===== src/rtl/hazard_pkg.sv =====
// Shared encodings for the hazard controller: FSM states and forwarding selects.
package hazard_pkg;

  typedef enum logic [1:0] {
    ST_RUN        = 2'd0,
    ST_LOAD_STALL = 2'd1,
    ST_MEM_WAIT   = 2'd2,
    ST_REDIRECT   = 2'd3
  } hz_state_t;

  localparam logic [1:0] FWD_RF    = 2'b00;
  localparam logic [1:0] FWD_EXMEM = 2'b10;
  localparam logic [1:0] FWD_MEMWB = 2'b01;

endpackage


===== src/rtl/forward_unit.sv =====
// EX operand forwarding select for one source operand. The newer EX/MEM
// result takes priority over MEM/WB; writes to x0 are never forwarded.
module forward_unit
  import hazard_pkg::*;
#(
  parameter int REG_IDX_WIDTH = 5
) (
  input  logic [REG_IDX_WIDTH-1:0] ex_rs_i,
  input  logic [REG_IDX_WIDTH-1:0] mem_rd_i,
  input  logic                     mem_reg_write_i,
  input  logic [REG_IDX_WIDTH-1:0] wb_rd_i,
  input  logic                     wb_reg_write_i,
  output logic [1:0]               fwd_o
);

  // Priority compare: EX/MEM first, then MEM/WB, else register file.
  always_comb begin
    fwd_o = FWD_RF;
    if (mem_reg_write_i && (mem_rd_i != '0) && (mem_rd_i == ex_rs_i)) begin
      fwd_o = FWD_EXMEM;
    end else if (wb_reg_write_i && (wb_rd_i != '0) && (wb_rd_i == ex_rs_i)) begin
      fwd_o = FWD_MEMWB;
    end
  end

endmodule


===== src/rtl/hazard_controller.sv =====
// Pipeline sequencing controller for the 5-stage core: stall/flush/freeze
// decisions, EX forwarding selects, saturating debug counters and a sticky
// data-memory wait timeout.
module hazard_controller
  import hazard_pkg::*;
#(
  parameter int REG_IDX_WIDTH = 5,
  parameter int CNT_WIDTH     = 16,
  parameter int MEM_TIMEOUT   = 255
) (
  input  logic                     clk,
  input  logic                     reset,
  input  logic [REG_IDX_WIDTH-1:0] id_rs1,
  input  logic [REG_IDX_WIDTH-1:0] id_rs2,
  input  logic                     id_uses_rs1,
  input  logic                     id_uses_rs2,
  input  logic [REG_IDX_WIDTH-1:0] ex_rs1,
  input  logic [REG_IDX_WIDTH-1:0] ex_rs2,
  input  logic [REG_IDX_WIDTH-1:0] ex_rd,
  input  logic                     ex_reg_write,
  input  logic                     ex_mem_read,
  input  logic                     ex_branch_taken,
  input  logic [REG_IDX_WIDTH-1:0] mem_rd,
  input  logic                     mem_reg_write,
  input  logic [REG_IDX_WIDTH-1:0] wb_rd,
  input  logic                     wb_reg_write,
  input  logic                     dmem_req,
  input  logic                     dmem_ready,
  output logic                     pc_write,
  output logic                     ifid_write,
  output logic                     ifid_flush,
  output logic                     idex_flush,
  output logic                     freeze,
  output logic [1:0]               fwd_a,
  output logic [1:0]               fwd_b,
  output logic [1:0]               state,
  output logic [CNT_WIDTH-1:0]     stall_cnt,
  output logic [CNT_WIDTH-1:0]     flush_cnt,
  output logic [CNT_WIDTH-1:0]     freeze_cnt,
  output logic                     mem_timeout
);

  localparam int TMR_W = $clog2(MEM_TIMEOUT + 1);
  localparam logic [TMR_W-1:0] TMR_MAX = TMR_W'(MEM_TIMEOUT);

  hz_state_t            state_q, state_d;
  logic [CNT_WIDTH-1:0] stall_cnt_q, flush_cnt_q, freeze_cnt_q;
  logic [TMR_W-1:0]     timer_q, timer_d;
  logic                 mem_timeout_q;
  logic                 mem_wait, load_use, stall_ev, flush_ev, freeze_ev;

  // Increment that sticks at all-ones instead of wrapping.
  function automatic logic [CNT_WIDTH-1:0] sat_inc(input logic [CNT_WIDTH-1:0] v);
    return (&v) ? v : v + CNT_WIDTH'(1);
  endfunction

  assign mem_wait = dmem_req & ~dmem_ready;
  assign load_use = ex_mem_read & ex_reg_write & (ex_rd != '0) &
                    ((id_uses_rs1 & (id_rs1 == ex_rd)) |
                     (id_uses_rs2 & (id_rs2 == ex_rd)));

  // Prioritised decision: memory wait, then redirect, then load-use, else run.
  always_comb begin
    pc_write   = 1'b1;
    ifid_write = 1'b1;
    ifid_flush = 1'b0;
    idex_flush = 1'b0;
    freeze     = 1'b0;
    stall_ev   = 1'b0;
    flush_ev   = 1'b0;
    freeze_ev  = 1'b0;
    state_d    = ST_RUN;
    if (mem_wait) begin
      freeze     = 1'b1;
      pc_write   = 1'b0;
      ifid_write = 1'b0;
      freeze_ev  = 1'b1;
      state_d    = ST_MEM_WAIT;
    end else if (ex_branch_taken) begin
      // The ID instruction is on the wrong path, so a pending load-use is moot.
      ifid_flush = 1'b1;
      idex_flush = 1'b1;
      flush_ev   = 1'b1;
      state_d    = ST_REDIRECT;
    end else if (load_use) begin
      pc_write   = 1'b0;
      ifid_write = 1'b0;
      idex_flush = 1'b1;
      stall_ev   = 1'b1;
      state_d    = ST_LOAD_STALL;
    end
  end

  // Wait timer counts consecutive wait cycles, saturating at the timeout.
  always_comb begin
    timer_d = '0;
    if (mem_wait) begin
      timer_d = (timer_q == TMR_MAX) ? timer_q : timer_q + TMR_W'(1);
    end
  end

  // State, counters, timer and sticky timeout flag.
  always_ff @(posedge clk or posedge reset) begin
    if (reset) begin
      state_q       <= ST_RUN;
      stall_cnt_q   <= '0;
      flush_cnt_q   <= '0;
      freeze_cnt_q  <= '0;
      timer_q       <= '0;
      mem_timeout_q <= 1'b0;
    end else begin
      state_q <= state_d;
      timer_q <= timer_d;
      if (stall_ev)  stall_cnt_q  <= sat_inc(stall_cnt_q);
      if (flush_ev)  flush_cnt_q  <= sat_inc(flush_cnt_q);
      if (freeze_ev) freeze_cnt_q <= sat_inc(freeze_cnt_q);
      if (timer_d == TMR_MAX) mem_timeout_q <= 1'b1;
    end
  end

  forward_unit #(.REG_IDX_WIDTH(REG_IDX_WIDTH)) u_fwd_a (
    .ex_rs_i         (ex_rs1),
    .mem_rd_i        (mem_rd),
    .mem_reg_write_i (mem_reg_write),
    .wb_rd_i         (wb_rd),
    .wb_reg_write_i  (wb_reg_write),
    .fwd_o           (fwd_a)
  );

  forward_unit #(.REG_IDX_WIDTH(REG_IDX_WIDTH)) u_fwd_b (
    .ex_rs_i         (ex_rs2),
    .mem_rd_i        (mem_rd),
    .mem_reg_write_i (mem_reg_write),
    .wb_rd_i         (wb_rd),
    .wb_reg_write_i  (wb_reg_write),
    .fwd_o           (fwd_b)
  );

  assign state       = state_q;
  assign stall_cnt   = stall_cnt_q;
  assign flush_cnt   = flush_cnt_q;
  assign freeze_cnt  = freeze_cnt_q;
  assign mem_timeout = mem_timeout_q;

endmodule


===== config.mk =====
export PLATFORM = sky130hd
export DESIGN_NAME = hazard_controller
export DESIGN_NICKNAME = d
export VERILOG_FILES = /design/src/rtl/hazard_pkg.sv /design/src/rtl/forward_unit.sv /design/src/rtl/hazard_controller.sv
export SDC_FILE = /design/constraint.sdc
export NUM_CORES = 1
export LEC_CHECK = 0
export ABC_CLOCK_PERIOD_IN_PS = 4290
export CORE_AREA = 2 2 102 104
export CTS_CLUSTER_SIZE = 40
export DETAILED_ROUTE_END_ITERATION = 7
export DIE_AREA = 0 0 104 106
export GPL_TIMING_DRIVEN = 1
export HOLD_SLACK_MARGIN = 0.03
export PLACE_DENSITY = 0.64
export SKIP_CTS_REPAIR_TIMING = 1
export SLEW_MARGIN = 20
export SYNTH_ARGS = -nofsm -noshare
export SYNTH_HDL_FRONTEND = slang
export SYNTH_SLANG_ARGS = --single-unit

===== constraint.sdc =====
create_clock -name clk -period 4.29 [get_ports clk]
set_clock_uncertainty 0.1 [all_clocks]
set_input_delay 0.429 -clock clk [delete_from_list [all_inputs] [get_ports clk]]
set_output_delay 0.429 -clock clk [all_outputs]
set_load 0.1 [all_outputs]

==> metrics.md, run 1 <==
| Metric | Value |
|---|---|
| Leakage power | `1.960 nW` |
| CTS H-Tree Depth | `3` |
| CP Buf/Inv Count | `2` |
| Worst r2r dst | `stall_cnt[12]` |
| Antenna diodes | `0` |
| Pwr Density | `434.1 mW/mm^2` |
| R2R Setup Slk | `2.14 ns` |
| Async set or reset register ratio after synthesis | `1.000` |
| I/O pin count | `106` |
| FF+latch count, synth | `59` |
| Die Y-Extent | `106 um` |
| Initial DRC count | `85` |
| First-pass GRT wire length | `13860 um` |
| Via count | `2979` |
| R2R cell count | `6` |
| Die Wd | `104 um` |
| Worst path arrival time | `2.85 ns` |
| Drc violations | `0` |
| Post-Syn Area per Cell | `10.17 um^2` |
| Largest net degree at the start of global routing | `38` |
| Share of cells above drive strength 1 | `0.1094` |
| Area growth syn-to-layout | `42.23%` |
| Die ar. | `0.01102 mm^2` |
| Crit path launch | `mem_rd[0]` |
| YS warnings | `0` |
| Period minus WS final | `3.378 ns` |
| Worst VDD drop | `0.4540 mV` |
| Global route overflow | `0` |
| Final WL | `8433 um` |
| DP Cell Count | `568` |
| Critical path's top delay family | `buffers and inverters` |
| Clk sinks | `59` |
| RR Startpoint | `stall_cnt[0]` |
| Core area | `0.01000 mm^2` |
| Synth top area cells | `dfrtp_1, xor2_1, xnor2_1, nand3_1, nor3_1` |
| Antenna-violating nets left | `0` |
| Gr busiest metal | `met2` |
| Main synth FF type | `dfrtp_1` |
| Total GRT Usage | `0.1560` |
| Initial Utilization | `0.3366` |
| Final nets | `493` |
| Unique cell type count in the Yosys netlist | `49` |
| Hold Crit Start | `mem_timeout` |
| Hpwl dp | `6365 um` |
| Setup violators final | `0` |
| Number of synthesized flops with an enable pin | `0` |
| Slew @ Worst Pin | `1.010 ns` |
| Maximum clock frequency | `0.2960 GHz` |
| Vias/cell | `5.101` |
| Sequential share of the synthesized area | `0.4387` |
| Worst Hold Class | `reg -> reg` |
| CP Cell Sequence | `clkdlybuf4s50_1, or4_1, o21ai_0, nor4_2, clkdlybuf4s50_1` |
| CTS tree | `done` |
| Outcome | `completed` |
| Kind of critical path | `in -> out` |
| Initial antenna violation count | `0` |
| WP data required | `3.76 ns` |
| Fin crit share | `0.7875` |
| Worst Setup Start Kind | `input pin` |
| Slew Limit Fails | `0` |
| Area of the mapped netlist | `0.003366 mm^2` |
| Count leader, synth | `dfrtp_1` |
| Setup_tns | `0 ns` |
| Critical Path Fanout Max | `3` |
| CTS max path bufs | `2` |
| Kind of end point of the critical path | `primary output` |
| Max-slew headroom | `0.3248` |
| Area share of the largest cell type after synthesis | `0.4387` |
| Hold EP | `mem_timeout` |
| Area leader, netlist | `dfrtp_1` |
| Number of global-route vias before repair | `2893` |
| CP max-delay cell | `clkdlybuf4s50_1` |
| Max_cap viols | `0` |
| Hold Crit Depth | `1` |
| Clock root cell | `clkbuf_8` |
| Worst-path clk slew | `0.07 ns` |
| Final hold viol count | `0` |
| GPL Wtd Cong | `0.7937` |
| Worst skew pair latency | `0.34 ns` |
| Global-route track usage on met2 | `0.2627` |
| Post-Synthesis Cells | `331` |
| Routed length per instance | `14.44 um` |
| Num rows | `37` |
| Mapped Nets | `381` |
| Met1 Use GR | `0.1837` |
| Most frequent CP cell | `clkdlybuf4s50_1` |
| Met3 usage | `0.05273` |
| Top cells by instance count after synthesis | `dfrtp_1, xor2_1, xnor2_1` |
| Final Non-Filler Cells | `584` |
| CTS Buf Count | `9` |
| DR pass1 iterations | `4` |
| CP max stage delay | `0.99 ns` |
| Filler Cells Inserted | `951` |
| Port bufs | `105` |
| RSZ-0062 raised after global routing | `false` |
==> report_power, final <==
group	internal [mW]	switching [mW]	leakage, nW
clock	0.331	0.242	0.106
combinational	0.213	0.590	1.07
sequential	0.616	0.0865	0.787
total	1.16	0.918	1.96
==> worst max-delay path by stage <==
stage	endpoint	cells past startpoint
finish	fwd_b[1]	5
global route	fwd_a[1]	5
CTS	fwd_a[1]	5
detailed placement	fwd_b[1]	5
global placement	fwd_a[1]	5
floorplan	fwd_a[0]	4
==> cells by family after synthesis <==
kind of cell / Yosys count / share of synthesized area
and+or+nand+nor: 143 / 0.2446
xor gates and xnor gates: 71 / 0.1848
DFF: 59 / 0.4387
AOI/OAI and AO/OA: 34 / 0.07659
buffers and inverters: 14 / 0.01933
muxes: 6 / 0.02119
adders and majority gates: 4 / 0.01487
==> through the flow <==
step | power (mW) | area (um^2) | hold slack, ns | util | setup WS, ns
3_3_place_gp | 1.511 | 4562 | 0.3580 | 0.4562 | 0.9258
5_1_grt | 2.169 | 4787 | 0.3939 | 0.4787 | 0.8619
6_report | 2.078 | 4787 | 0.3775 | 0.4787 | 0.9116
4_1_cts | 2.101 | 4787 | 0.3865 | 0.4787 | 0.9005
2_1_floorplan | 1.286 | 3378 | 0.3812 | - | -0.6740
3_5_place_dp | 1.519 | 4562 | 0.3702 | 0.4562 | 0.8985
==> cell usage in the layout (no fill, tap or decap), types with 7 or more instances in the layout <==
cell and n:
a21oi_1 10, xor2_1 42, clkdlybuf4s50_1 98, xnor2_1 29, nand2_1 18, nor4_1 7, nor2_1 17, dfrtp_1 59
nand3_1 24, and3_1 10, buf_4 9, nor3_1 19, nand4_1 15, clkbuf_8 9
==> per-layer routing <==
metal | wire (um) | vias to the layer above
met3 | 599 | 8
met4 | 82 | 0
met5 | 0 | -
met2 | 4051 | 113
li1 | - | 1424
met1 | 3700 | 1434
==> state kept, by name, indices dropped and copies added (netlist names) <==
| name | count |
|---|---|
| flush_cnt | 16 |
| freeze_cnt | 16 |
| mem_timeout | 1 |
| stall_cnt | 16 |
| state | 2 |
| timer_q | 8 |
==> layout make-up <==
class                   count  area [um^2]  area share
clock buffers               9        123.9     0.02588
clock inverters             7        101.3     0.02117
inverters                   8        30.03    0.006273
multi-input cells         258         1837      0.3837
flip-flops and latches     59         1476      0.3084
well taps                 136        170.2     0.03555
repair buffers            107         1049      0.2190
(Power assumes the default switching activity.)
==> run 2, diff against run 1 <==
- ABC_CLOCK_PERIOD_IN_PS: 4290 -> 3550
- clock period: 4.29 -> 3.55 ns (I/O delays scaled with it)
==> run 2 against run 1 <==
  * Flip-flop and latch count stayed put
  * Final cell count grew 0.51%
  * Via count is 0.47% lower
  * Routed wire length increased by 2.6%
  * Cell area is 1.7% higher
  * Sequential power grew 21%
  * Hold slack improved by 0.016 ns
==> metrics.md, run 2 (synthesis gave the netlist of run 1 again) <==
| Metric | Value |
|---|---|
| Critical path's top delay family | `simple AND/OR/NAND/NOR gates` |
| Worst path arrival time | `2.37 ns` |
| Critical Path Fanout Max | `5` |
| Worst VDD drop | `0.5850 mV` |
| Clock root cell | `clkbuf_8` |
| Worst-path clk slew | `0.07 ns` |
| DR pass1 iterations | `4` |
| Initial antenna violation count | `0` |
| Area growth syn-to-layout | `44.68%` |
| Crit path launch | `ex_rd[1]` |
| WP data required | `3.09 ns` |
| FF/Latch Area | `0.001476 mm^2` |
| Kind of end point of the critical path | `primary output` |
| Period minus WS final | `2.824 ns` |
| Worst Setup Start Kind | `input pin` |
| Global route overflow | `0` |
| CTS Buf Count | `9` |
| Slew @ Worst Pin | `1.020 ns` |
| Final worst slack | `0.7261 ns` |
| Vias/cell | `5.051` |
| Initial Utilization | `0.3366` |
| Core area | `0.01000 mm^2` |
| Maximum clock frequency | `0.3541 GHz` |
| Antenna-violating nets left | `0` |
| Max_cap viols | `0` |
| Hpwl dp | `6500 um` |
| Total power | `2.390 mW` |
| Area taken by multi-input logic gates | `0.001884 mm^2` |
| Worst Hold Class | `reg -> reg` |
| DP Area | `0.004690 mm^2` |
| Via count | `2965` |
| Fin area | `0.004870 mm^2` |
| Routed length per instance | `14.74 um` |
| Setup WS pre-CTS | `0.7344 ns` |
| Most frequent cells in the layout | `clkdlybuf4s50_1, dfrtp_1, xor2_1, xnor2_1, nand3_1` |
| Setup violators final | `0` |
| CP Cell Sequence | `clkdlybuf4s50_1, or4_4, o211ai_2, nor3_1, nor2_1, buf_12` |
| I/O pin count | `106` |
| Filler Cells Inserted | `944` |
| GPL Wtd Cong | `0.8416` |
| Commonest non-fill, non-tap cell in the layout | `clkdlybuf4s50_1` |
| Die ar. | `0.01102 mm^2` |
| Antenna diodes | `0` |
| Worst skew pair latency | `0.34 ns` |
| Setup_tns | `0 ns` |
| Die Y-Extent | `106 um` |
| Fin crit share | `0.7955` |
| CTS H-Tree Depth | `3` |
| Share of cells above drive strength 1 | `0.1220` |
| RSZ-0062 raised after global routing | `false` |
| Pwr Density | `490.9 mW/mm^2` |
| Final hold viol count | `0` |
| Leakage power | `1.986 nW` |
| Kind of critical path | `in -> out` |
| Final nets | `496` |
| Total GRT Usage | `0.1620` |
| Hold Crit Start | `mem_timeout` |
| Port bufs | `105` |
| Die Wd | `104 um` |
| Clk sinks | `59` |
| Num rows | `37` |
| Max-slew headroom | `0.3177` |
| Number of global-route vias before repair | `2937` |
| Initial DRC count | `132` |
| Slew Limit Fails | `0` |
| Final WL | `8650 um` |
| CP Buf/Inv Count | `2` |
| Largest net degree at the start of global routing | `42` |
| CP max stage delay | `0.58 ns` |
| CTS tree | `done` |
| Drc violations | `0` |
| CP max-delay cell | `or4_4` |
| Outcome | `completed` |
| CTS max path bufs | `2` |
| RR Startpoint | `stall_cnt[1]` |
| First-pass GRT wire length | `14420 um` |
## run 2: stage by stage
step / hold WS (ns) / cells / util
2_1_floorplan: 0.3812 / 331 / -
3_3_place_gp: 0.3656 / 571 / 0.4690
3_5_place_dp: 0.3649 / 571 / 0.4690
4_1_cts: 0.3933 / 587 / 0.4870
5_1_grt: 0.4191 / 587 / 0.4870
6_report: 0.3932 / 587 / 0.4870
## run 2: power breakdown
part	internal (mW)	switching, mW
combinational	0.267	0.715
clock	0.289	0.268
sequential	0.745	0.106
total	1.30	1.09
## run 2: worst paths after layout
check	end	slack (ns)	cells after the start
worst min-delay path	mem_timeout	0.39	1
min in group asynchronous	timer_q[4]	0.42	2
worst max-delay path	ifid_write	0.73	6
worst max register to register	stall_cnt[12]	1.43	6
max in group asynchronous	freeze_cnt[13]	2.25	3
worst min register to register	mem_timeout	0.39	1
## run 2: cell type report
type,count,area share
multi-input cells,258,0.3869
inverters,8,0.006166
clock inverters,4,0.005139
flip-flops and latches,59,0.3032
well taps,136,0.03494
clock buffers,12,0.03186
repair buffers,110,0.2318
## run 2: per-layer routing
| layer | GRT usage | vias to the layer above | wire length, um |
|---|---|---|---|
| met2 | 0.2425 | 100 | 3887 |
| li1 | - | 1430 | - |
| met1 | 0.2184 | 1424 | 4040 |
| met5 | 0 | - | 0 |
| met4 | 0.05116 | 0 | 109 |
| met3 | 0.05886 | 11 | 612 |
==> run 3, diff against run 2 <==
- ABC_CLOCK_PERIOD_IN_PS: 3550 -> 2680
- clock period: 3.55 -> 2.68 ns (I/O delays scaled with it)
==> run 3 against run 2 <==
  * Core utilization shrank 0.44 points
  * Count of clock-buffer cells in the layout rose by 2
  * Die area is the same
  * Critical path type unchanged
  * Register-to-register slack got worse by 0.89 ns
  * Final cell count up 0.34%
  * Sequential power up 32%
  * Largest power group unchanged
  * Critical path depth stayed put
==> metrics.md, run 3 (synthesis gave the netlist of run 1 again) <==
| Metric | Value |
|---|---|
| Outcome | `completed` |
| CP Cell Sequence | `clkdlybuf4s50_1, or4_1, o21ai_0, or4_1, nor4_4, buf_12` |
| Worst VDD drop | `1.158 mV` |
| Final nets | `498` |
| RR Startpoint | `flush_cnt[0]` |
| Period minus WS final | `2.543 ns` |
| Pwr Density | `649.1 mW/mm^2` |
| Worst-path clk slew | `0.06 ns` |
| Setup_tns | `0 ns` |
| Via count | `2925` |
| Largest net degree at the start of global routing | `37` |
| Routed length per instance | `14.35 um` |
| Critical Path Fanout Max | `3` |
| CTS Buf Count | `9` |
| Most frequent CP cell | `or4_1` |
| Crit path launch | `wb_rd[0]` |
| Antenna-violating nets left | `0` |
| Initial antenna violation count | `0` |
| First-pass GRT wire length | `14310 um` |
| Final WL | `8452 um` |
| CTS max path bufs | `2` |
| Worst Setup Start Kind | `input pin` |
| Slew @ Worst Pin | `0.7302 ns` |
| Filler Cells Inserted | `958` |
| GPL Wtd Cong | `0.8242` |
| Die ar. | `0.01102 mm^2` |
| Max_cap viols | `0` |
| Max-slew headroom | `0.5087` |
| CTS H-Tree Depth | `3` |
| Worst path arrival time | `2.18 ns` |
| Area growth syn-to-layout | `43.38%` |
| WP data required | `2.31 ns` |
| Vias/cell | `4.966` |
| Clock root cell | `clkbuf_8` |
| Global route overflow | `0` |
| Number of global-route vias before repair | `2974` |
| Core Util, Final | `0.4826` |
| Tightest hold margin | `0.1904 ns` |
| Initial Utilization | `0.3366` |
| Setup violators final | `0` |
| Clk sinks | `59` |
| Fin crit share | `0.9490` |
| Num rows | `37` |
| Die Wd | `104 um` |
| DR pass1 iterations | `5` |
| Share of cells above drive strength 1 | `0.2428` |
| Kind of critical path | `in -> out` |
| Total GRT Usage | `0.1585` |
| RSZ-0062 raised after global routing | `false` |
| Die Y-Extent | `106 um` |
| CP max-delay cell | `or4_1` |
| Leakage power | `2.104 nW` |
| Slew Limit Fails | `0` |
| Drc violations | `0` |
| CP max stage delay | `0.58 ns` |
| I/O pin count | `106` |
| Most frequent cells in the layout | `dfrtp_1, buf_4, clkdlybuf4s50_1, xor2_1, xnor2_1` |
| Worst Hold Class | `in -> async` |
| Initial DRC count | `145` |
| Port bufs | `105` |
| Core area | `0.01000 mm^2` |
| Hpwl dp | `6375 um` |
| CTS tree | `done` |
| Maximum clock frequency | `0.3932 GHz` |
| Kind of end point of the critical path | `primary output` |
| Antenna diodes | `0` |
| Worst skew pair latency | `0.33 ns` |
| Final hold viol count | `0` |
-- run 3: layer usage --
| layer | share of wire | vias up | global-route usage |
|---|---|---|---|
| met3 | 0.070 | 9 | 0.04721 |
| met1 | 0.48 | 1373 | 0.2106 |
| li1 | - | 1433 | - |
| met4 | 0.011 | 0 | 0.04344 |
| met5 | 0 | - | 0 |
| met2 | 0.44 | 110 | 0.2523 |
-- run 3: path summary, 6_finish.rpt --
check                      depth (start not counted)  slack, ns             to
max                                                6       0.14       fwd_a[0]
max reg2reg                                        5       0.54   flush_cnt[1]
min                                                2       0.19  freeze_cnt[2]
min in group clk                                   1       0.38    mem_timeout
min reg2reg                                        1       0.38    mem_timeout
max in group asynchronous                          3       1.71   stall_cnt[0]
-- run 3: final cells by class --
type	count	area, um^2	area share
multi-input combinational	258	1896	0.3928
inverter	8	30.03	0.006222
tap	136	170.2	0.03526
clock inverter	2	10.01	0.002074
timing repair buffer	112	1079	0.2235
clock buffer	14	162.7	0.03370
sequential	59	1479	0.3065
-- run 3: worst max-delay path: cells and delay by family --
kind | cells | cell delay (ns)
AOI/OAI and AO/OA | 1 | 0.08
and+or+nand+nor | 3 | 1.08
buffers and inverters | 2 | 0.76
-- run 3: power by group --
part	internal, mW	switching (mW)	total (mW)
Clock	0.385	0.342	0.727
Combinational	0.331	0.951	1.28
Sequential	0.988	0.137	1.12
Total	1.70	1.43	3.13
-- run 3: per-stage QoR --
step / setup WS (ns) / instance area [um^2] / cells / power [mW]
final: 0.1366 / 4826 / 589 / 3.133
after global routing: 0.07174 / 4826 / 589 / 3.275
after CTS: 0.1335 / 4826 / 589 / 3.172
after detailed placement: 0.1422 / 4653 / 573 / 2.427
after global placement: 0.1621 / 4653 / 573 / 2.419
after floorplan: 0.05591 / 3440 / 331 / 2.071
